===== config.mk =====
export PLATFORM = sky130hd
export DESIGN_NAME = opc_sevenseg_scan
export DESIGN_NICKNAME = d
export VERILOG_FILES = /design/src/rtl/opc_sevenseg_pkg.sv /design/src/rtl/opc_hex7seg.sv /design/src/rtl/opc_sevenseg_scan.sv
export SDC_FILE = /design/constraint.sdc
export NUM_CORES = 1
export LEC_CHECK = 0
export ABC_AREA = 1
export BUFFER_PORTS_ARGS = -buffer_cell sky130_fd_sc_hd__clkbuf_2
export CAP_MARGIN = 5
export CORE_UTILIZATION = 56
export DETAILED_ROUTE_END_ITERATION = 8
export GPL_TIMING_DRIVEN = 0
export PLACE_DENSITY = 0.77
export SETUP_SLACK_MARGIN = 0.4
export SLEW_MARGIN = 5
export SYNTH_ARGS = -nofsm -noshare
export SYNTH_HDL_FRONTEND = slang
export SYNTH_HIERARCHICAL = 1
export SYNTH_SLANG_ARGS = --single-unit

===== constraint.sdc =====
create_clock -name clk -period 5.1 [get_ports clk]
set_input_delay 0.765 -clock clk [delete_from_list [all_inputs] [get_ports clk]]
set_output_delay 0.765 -clock clk [all_outputs]
set_load 0.02 [all_outputs]

===== src/rtl/opc_sevenseg_pkg.sv =====
// Shared constants for the OPC seven-segment scanner: glyph table and tick divider.
package opc_sevenseg_pkg;

  // Hex glyphs, active-high, bit order {g,f,e,d,c,b,a}
  localparam logic [6:0] HEX7 [16] = '{
    7'h3F, 7'h06, 7'h5B, 7'h4F, 7'h66, 7'h6D, 7'h7D, 7'h07,
    7'h7F, 7'h6F, 7'h77, 7'h7C, 7'h39, 7'h5E, 7'h79, 7'h71
  };

  // Clocks per phase tick; each digit slot is 16 ticks long
  function automatic int f_tick_div(input int clkspeed, input int refresh_hz);
    return clkspeed / (refresh_hz * 16);
  endfunction

endpackage


===== src/rtl/opc_hex7seg.sv =====
// Combinational nibble to active-high seven-segment glyph.
module opc_hex7seg
  import opc_sevenseg_pkg::*;
(
  input  logic [3:0] nib,
  output logic [6:0] glyph
);

  assign glyph = HEX7[nib];

endmodule


===== src/rtl/opc_sevenseg_scan.sv =====
// N-digit multiplexed seven-segment scanner with PWM brightness,
// double-buffered frame-aligned updates and leading-zero suppression.
module opc_sevenseg_scan
  import opc_sevenseg_pkg::*;
#(
  parameter int CLKSPEED    = 40000000,
  parameter int NUM_DIGITS  = 4,
  parameter int REFRESH_HZ  = 1000,
  parameter bit SEG_ACT_LOW = 1'b1,
  parameter bit AN_ACT_LOW  = 1'b1
) (
  input  logic                    clk,
  input  logic                    reset_b,
  input  logic [4*NUM_DIGITS-1:0] value,
  input  logic [NUM_DIGITS-1:0]   dp_in,
  input  logic                    load,
  input  logic                    lzs,
  input  logic [3:0]              duty,
  output logic [6:0]              seg,
  output logic                    dp,
  output logic [NUM_DIGITS-1:0]   an,
  output logic                    frame_sync
);

  localparam int TICK_DIV = f_tick_div(CLKSPEED, REFRESH_HZ);
  localparam int PRE_W    = (TICK_DIV > 1) ? $clog2(TICK_DIV) : 1;
  localparam int IDX_W    = (NUM_DIGITS > 1) ? $clog2(NUM_DIGITS) : 1;
  localparam logic [PRE_W-1:0]      TICK_LAST = PRE_W'(TICK_DIV - 1);
  localparam logic [IDX_W-1:0]      IDX_LAST  = IDX_W'(NUM_DIGITS - 1);
  localparam logic [6:0]            SEG_OFF   = SEG_ACT_LOW ? 7'h7F : 7'h00;
  localparam logic [NUM_DIGITS-1:0] AN_OFF    = AN_ACT_LOW ? '1 : '0;

  if (TICK_DIV < 1 || NUM_DIGITS < 1 || NUM_DIGITS > 8) begin : g_bad_param
    $error("opc_sevenseg_scan: TICK_DIV must be >= 1 and NUM_DIGITS in 1..8");
  end

  logic [PRE_W-1:0] pre;
  logic [3:0]       phase;
  logic [IDX_W-1:0] idx;
  logic [3:0]       duty_q;
  logic             tick, slot_end, wrap;

  logic [NUM_DIGITS-1:0][3:0] shd_val, act_val;
  logic [NUM_DIGITS-1:0]      shd_dp, act_dp;
  logic                       pending;

  logic [NUM_DIGITS-1:0] blank, an_on;
  logic [6:0]            glyph;

  assign tick     = (pre == TICK_LAST);
  assign slot_end = tick && (phase == 4'hF);
  assign wrap     = slot_end && (idx == IDX_LAST);

  // Prescaler, phase and digit index; brightness latched only between slots
  always_ff @(posedge clk) begin
    if (!reset_b) begin
      pre    <= '0;
      phase  <= '0;
      idx    <= '0;
      duty_q <= '0;
    end else begin
      pre <= tick ? '0 : pre + 1'b1;
      if (tick) phase <= phase + 1'b1;
      if (slot_end) begin
        duty_q <= duty;
        idx    <= wrap ? '0 : idx + 1'b1;
      end
    end
  end

  // Shadow/active buffers: the active copy only ever changes at frame wrap
  always_ff @(posedge clk) begin
    if (!reset_b) begin
      shd_val <= '0;
      shd_dp  <= '0;
      act_val <= '0;
      act_dp  <= '0;
      pending <= 1'b0;
    end else if (wrap) begin
      pending <= 1'b0;
      if (load) begin
        act_val <= value;
        act_dp  <= dp_in;
      end else if (pending) begin
        act_val <= shd_val;
        act_dp  <= shd_dp;
      end
    end else if (load) begin
      shd_val <= value;
      shd_dp  <= dp_in;
      pending <= 1'b1;
    end
  end

  // Leading-zero mask: running AND of "nibble and dp clear" from the top digit down
  always_comb begin
    logic zr;
    blank = '0;
    zr    = lzs;
    for (int i = NUM_DIGITS - 1; i > 0; i--) begin
      zr       = zr && (act_val[i] == 4'h0) && !act_dp[i];
      blank[i] = zr;
    end
  end

  // Anode enable for the selected digit; phase 15 never passes since duty_q <= 15
  always_comb begin
    an_on = '0;
    if (phase < duty_q) an_on[idx] = 1'b1;
  end

  opc_hex7seg u_hex7 (
    .nib   (act_val[idx]),
    .glyph (glyph)
  );

  // Output registers with pin polarity applied; reset forces everything dark
  always_ff @(posedge clk) begin
    if (!reset_b) begin
      seg        <= SEG_OFF;
      dp         <= SEG_ACT_LOW;
      an         <= AN_OFF;
      frame_sync <= 1'b0;
    end else begin
      seg        <= (blank[idx] ? 7'h00 : glyph) ^ SEG_OFF;
      dp         <= (act_dp[idx] & ~blank[idx]) ^ SEG_ACT_LOW;
      an         <= an_on ^ AN_OFF;
      frame_sync <= wrap;
    end
  end

endmodule


==> reports/qor.yml <==
floorplan:
  die_x_um: 83.1
  fp.dieH_um: 83.1
  start_util_pct: 58.1
  dieArea_sq_mm: 0.00691
  fp.coreArea_sq_mm: 0.00635
  rows: 29
  boundaryPins: 41
worst_setup_path:
  critPathCaptureType: "flop"
  cp_num_buf_inv: 3
  slowest_stage: "clkbuf_1"
  critPathTopFamily: "buffers and inverters"
  cpPeakStageDelay_ns: 0.38
  arrival_ns: 2.52
  worstPathCellList: "inv_1 > clkbuf_1 > o21ai_0 > o22ai_1 > inv_1 > ha_1 > nand2_1 > o21ai_0 > nand2_1 > nand2_1 > nand2_1"
  cp.required_ns: 5.35
  crit_type: "reg2reg"
  cp_max_fo: 11
  path_common_cell: "nand2_1"
  crit_path_start_kind: "flop"
route:
  vias: 3465
  avgRoutedWirePerCell_um: 12.3
  drt-pass1-iter-count: 5
  wl_um: 8120
  drtIter0Drc: 166
  drc: 0
  ant_nets: 0
  viasPerCell: 5.26
hold_path:
  hold_path_class: "reg2reg"
placed_design:
  gp_congestion: 0.875
  place_hpwl_um: 5780
  dp_slack_ns: 2.86
  place_area_sq_mm: 0.00398
  io_buffers: 40
grt:
  grtUsageTotal_pct: 25.4
  overflow: 0
  grt_max_degree: 14
  grt_pass1_vias: 3228
  grt_pass1_wl_um: 14200
  antenna_found_initial: 0
yosys:
  yosysSeqAreaShare_pct: 41.3
  ys.warnings.count: 6
  synth.distinct_cells: 30
  syn_area_sq_mm: 0.00369
  synth_nets: 570
  synth-seq-cells: 76
  avgSynthCellArea_sq_um: 7.01
  netlist_instances: 526
sta:
  slew_headroom_pct: 47.7
  post-route-period-util_pct: 44.6
  finalSetupViolations: 0
  finalSetupTns_ns: 0
  finalCriticalPeriod_ns: 2.28
  rsz0062_at_grt: "no"
  hold_violations: 0
  skew_ns: 0.0130
  tightestPinTransition_ns: 0.776
  fin_ws_ns: 2.82
  hold_slack_ns: 0.474
  slew_violations: 0
  fmax_ghz: 0.439
clock_network:
  postCtsSetupBuffers: 0
  cts-root-buf: "clkbuf_8"
  cts_buffers: 9
  cts.sinks: 76
  clk_path_buf_depth: 2
  h-tree-depth: 3
  path_clk_slew_ns: 0.07
  clkLatencyLatePin_ns: 0.37
  cts_resized: 0
  cts_tree: "yes"
  postCtsHoldBufs: 0
layout:
  area_delta_synth_final_pct: 15.2
  final_area_sq_mm: 0.00425
  final_cell_mix: "nand2_1, dfxtp_1, o21ai_0, nor2_1, inv_1"
  fill_cells: 583
  antenna_cells: 0
  mostFrequentLayoutCell: "nand2_1"
  layout-drive-gt1-share_pct: 13.6
  nets: 621
power:
  p_total_mw: 1.31
  cellPowerDensity_mw_per_mm2: 308
  power.leakage_nw: 1.78
  vdd_drop_max_v: 0.000225
flow_run:
  drv_cap: 0
status:
  status: "complete, no violations"
==> per-stage QoR <==
stage               utilization, %  std cells
CTS                           66.9        659
floorplan                        -        526
global route                  66.9        659
finish                        66.9        659
global placement              62.7        643
detailed placement            62.7        643
==> final timing paths <==
check / cells after the start / from / end / slack, ns
max reg2reg: 11 / idx[0] / seg[3] / 2.82
min reg2reg: 2 / duty_q[2] / duty_q[2] / 0.47
max: 11 / idx[0] / seg[3] / 2.82
min: 2 / duty_q[2] / duty_q[2] / 0.47
==> metal layers <==
metal	vias up	part of all wire, %	track usage (%)	routed length, um
met4	0	2.8	13.9	230
met1	1545	48	33.0	3890
li1	1804	-	-	-
met5	-	0	0	0
met2	97	45	40.1	3630
met3	19	4.5	4.37	364
==> Yosys cell counts (all sizes together) <==
library cell | instances | area [sq um]
a21boi | 1 | 7.51
a21oi | 36 | 180
buf | 10 | 75.1
clkbuf | 16 | 60.1
clkinv | 1 | 3.75
dfxtp | 76 | 1520
ha | 16 | 200
inv | 54 | 203
nand2 | 121 | 464
nand3 | 34 | 183
nand3b | 1 | 7.51
nand4 | 8 | 56.3
nor2 | 59 | 239
nor3 | 6 | 30.0
nor3b | 3 | 22.5
nor4 | 1 | 6.26
o211ai | 1 | 7.51
o21ai | 76 | 380
o22ai | 4 | 25.0
or2 | 1 | 6.26
xnor2 | 1 | 8.76
==> registers in the layout (all words and copies together) (netlist names) <==
signal / flops
act_dp: 4
pending: 1
seg: 7
an: 4
frame_sync: 1
shd_val: 16
duty_q: 4
act_val: 16
idx: 2
shd_dp: 4
pre: 12
phase: 4
dp: 1
==> tightest hold or removal path, stage by stage (launching register included) <==
cell     delay [ns]
dfxtp_1        0.31
nand2_1        0.06
a21oi_1        0.06
==> cell type report <==
| class | count | area (sq um) | area share [%] |
|---|---|---|---|
| Inverter | 55 | 206 | 4.86 |
| Tap cell | 77 | 96.3 | 2.27 |
| Clock buffer | 9 | 124 | 2.92 |
| Buffer | 26 | 135 | 3.18 |
| Multi-Input combinational cell | 369 | 1820 | 43.0 |
| Sequential cell | 76 | 1520 | 35.8 |
| Timing Repair Buffer | 40 | 200 | 4.71 |
| Clock inverter | 7 | 139 | 3.27 |
==> power by group <==
| group | leakage [nW] | switching, mW | internal [mW] |
|---|---|---|---|
| combinational | 1.03 | 0.0580 | 0.0311 |
| sequential | 0.621 | 0.00545 | 0.609 |
| clock | 0.133 | 0.230 | 0.373 |
==> cell families (layout without fill, tap and decap cells) <==
kind of cell	after synthesis	count (layout)	share of synthesized area, %
flops	76	76	41.3
simple gates	234	234	27.5
xor+xnor	1	1	0.238
fa+ha+maj	16	16	5.43
buf+inv	81	137	9.26
compound gates	118	118	16.3
Note: power is estimated with default switching activity, not from simulation.
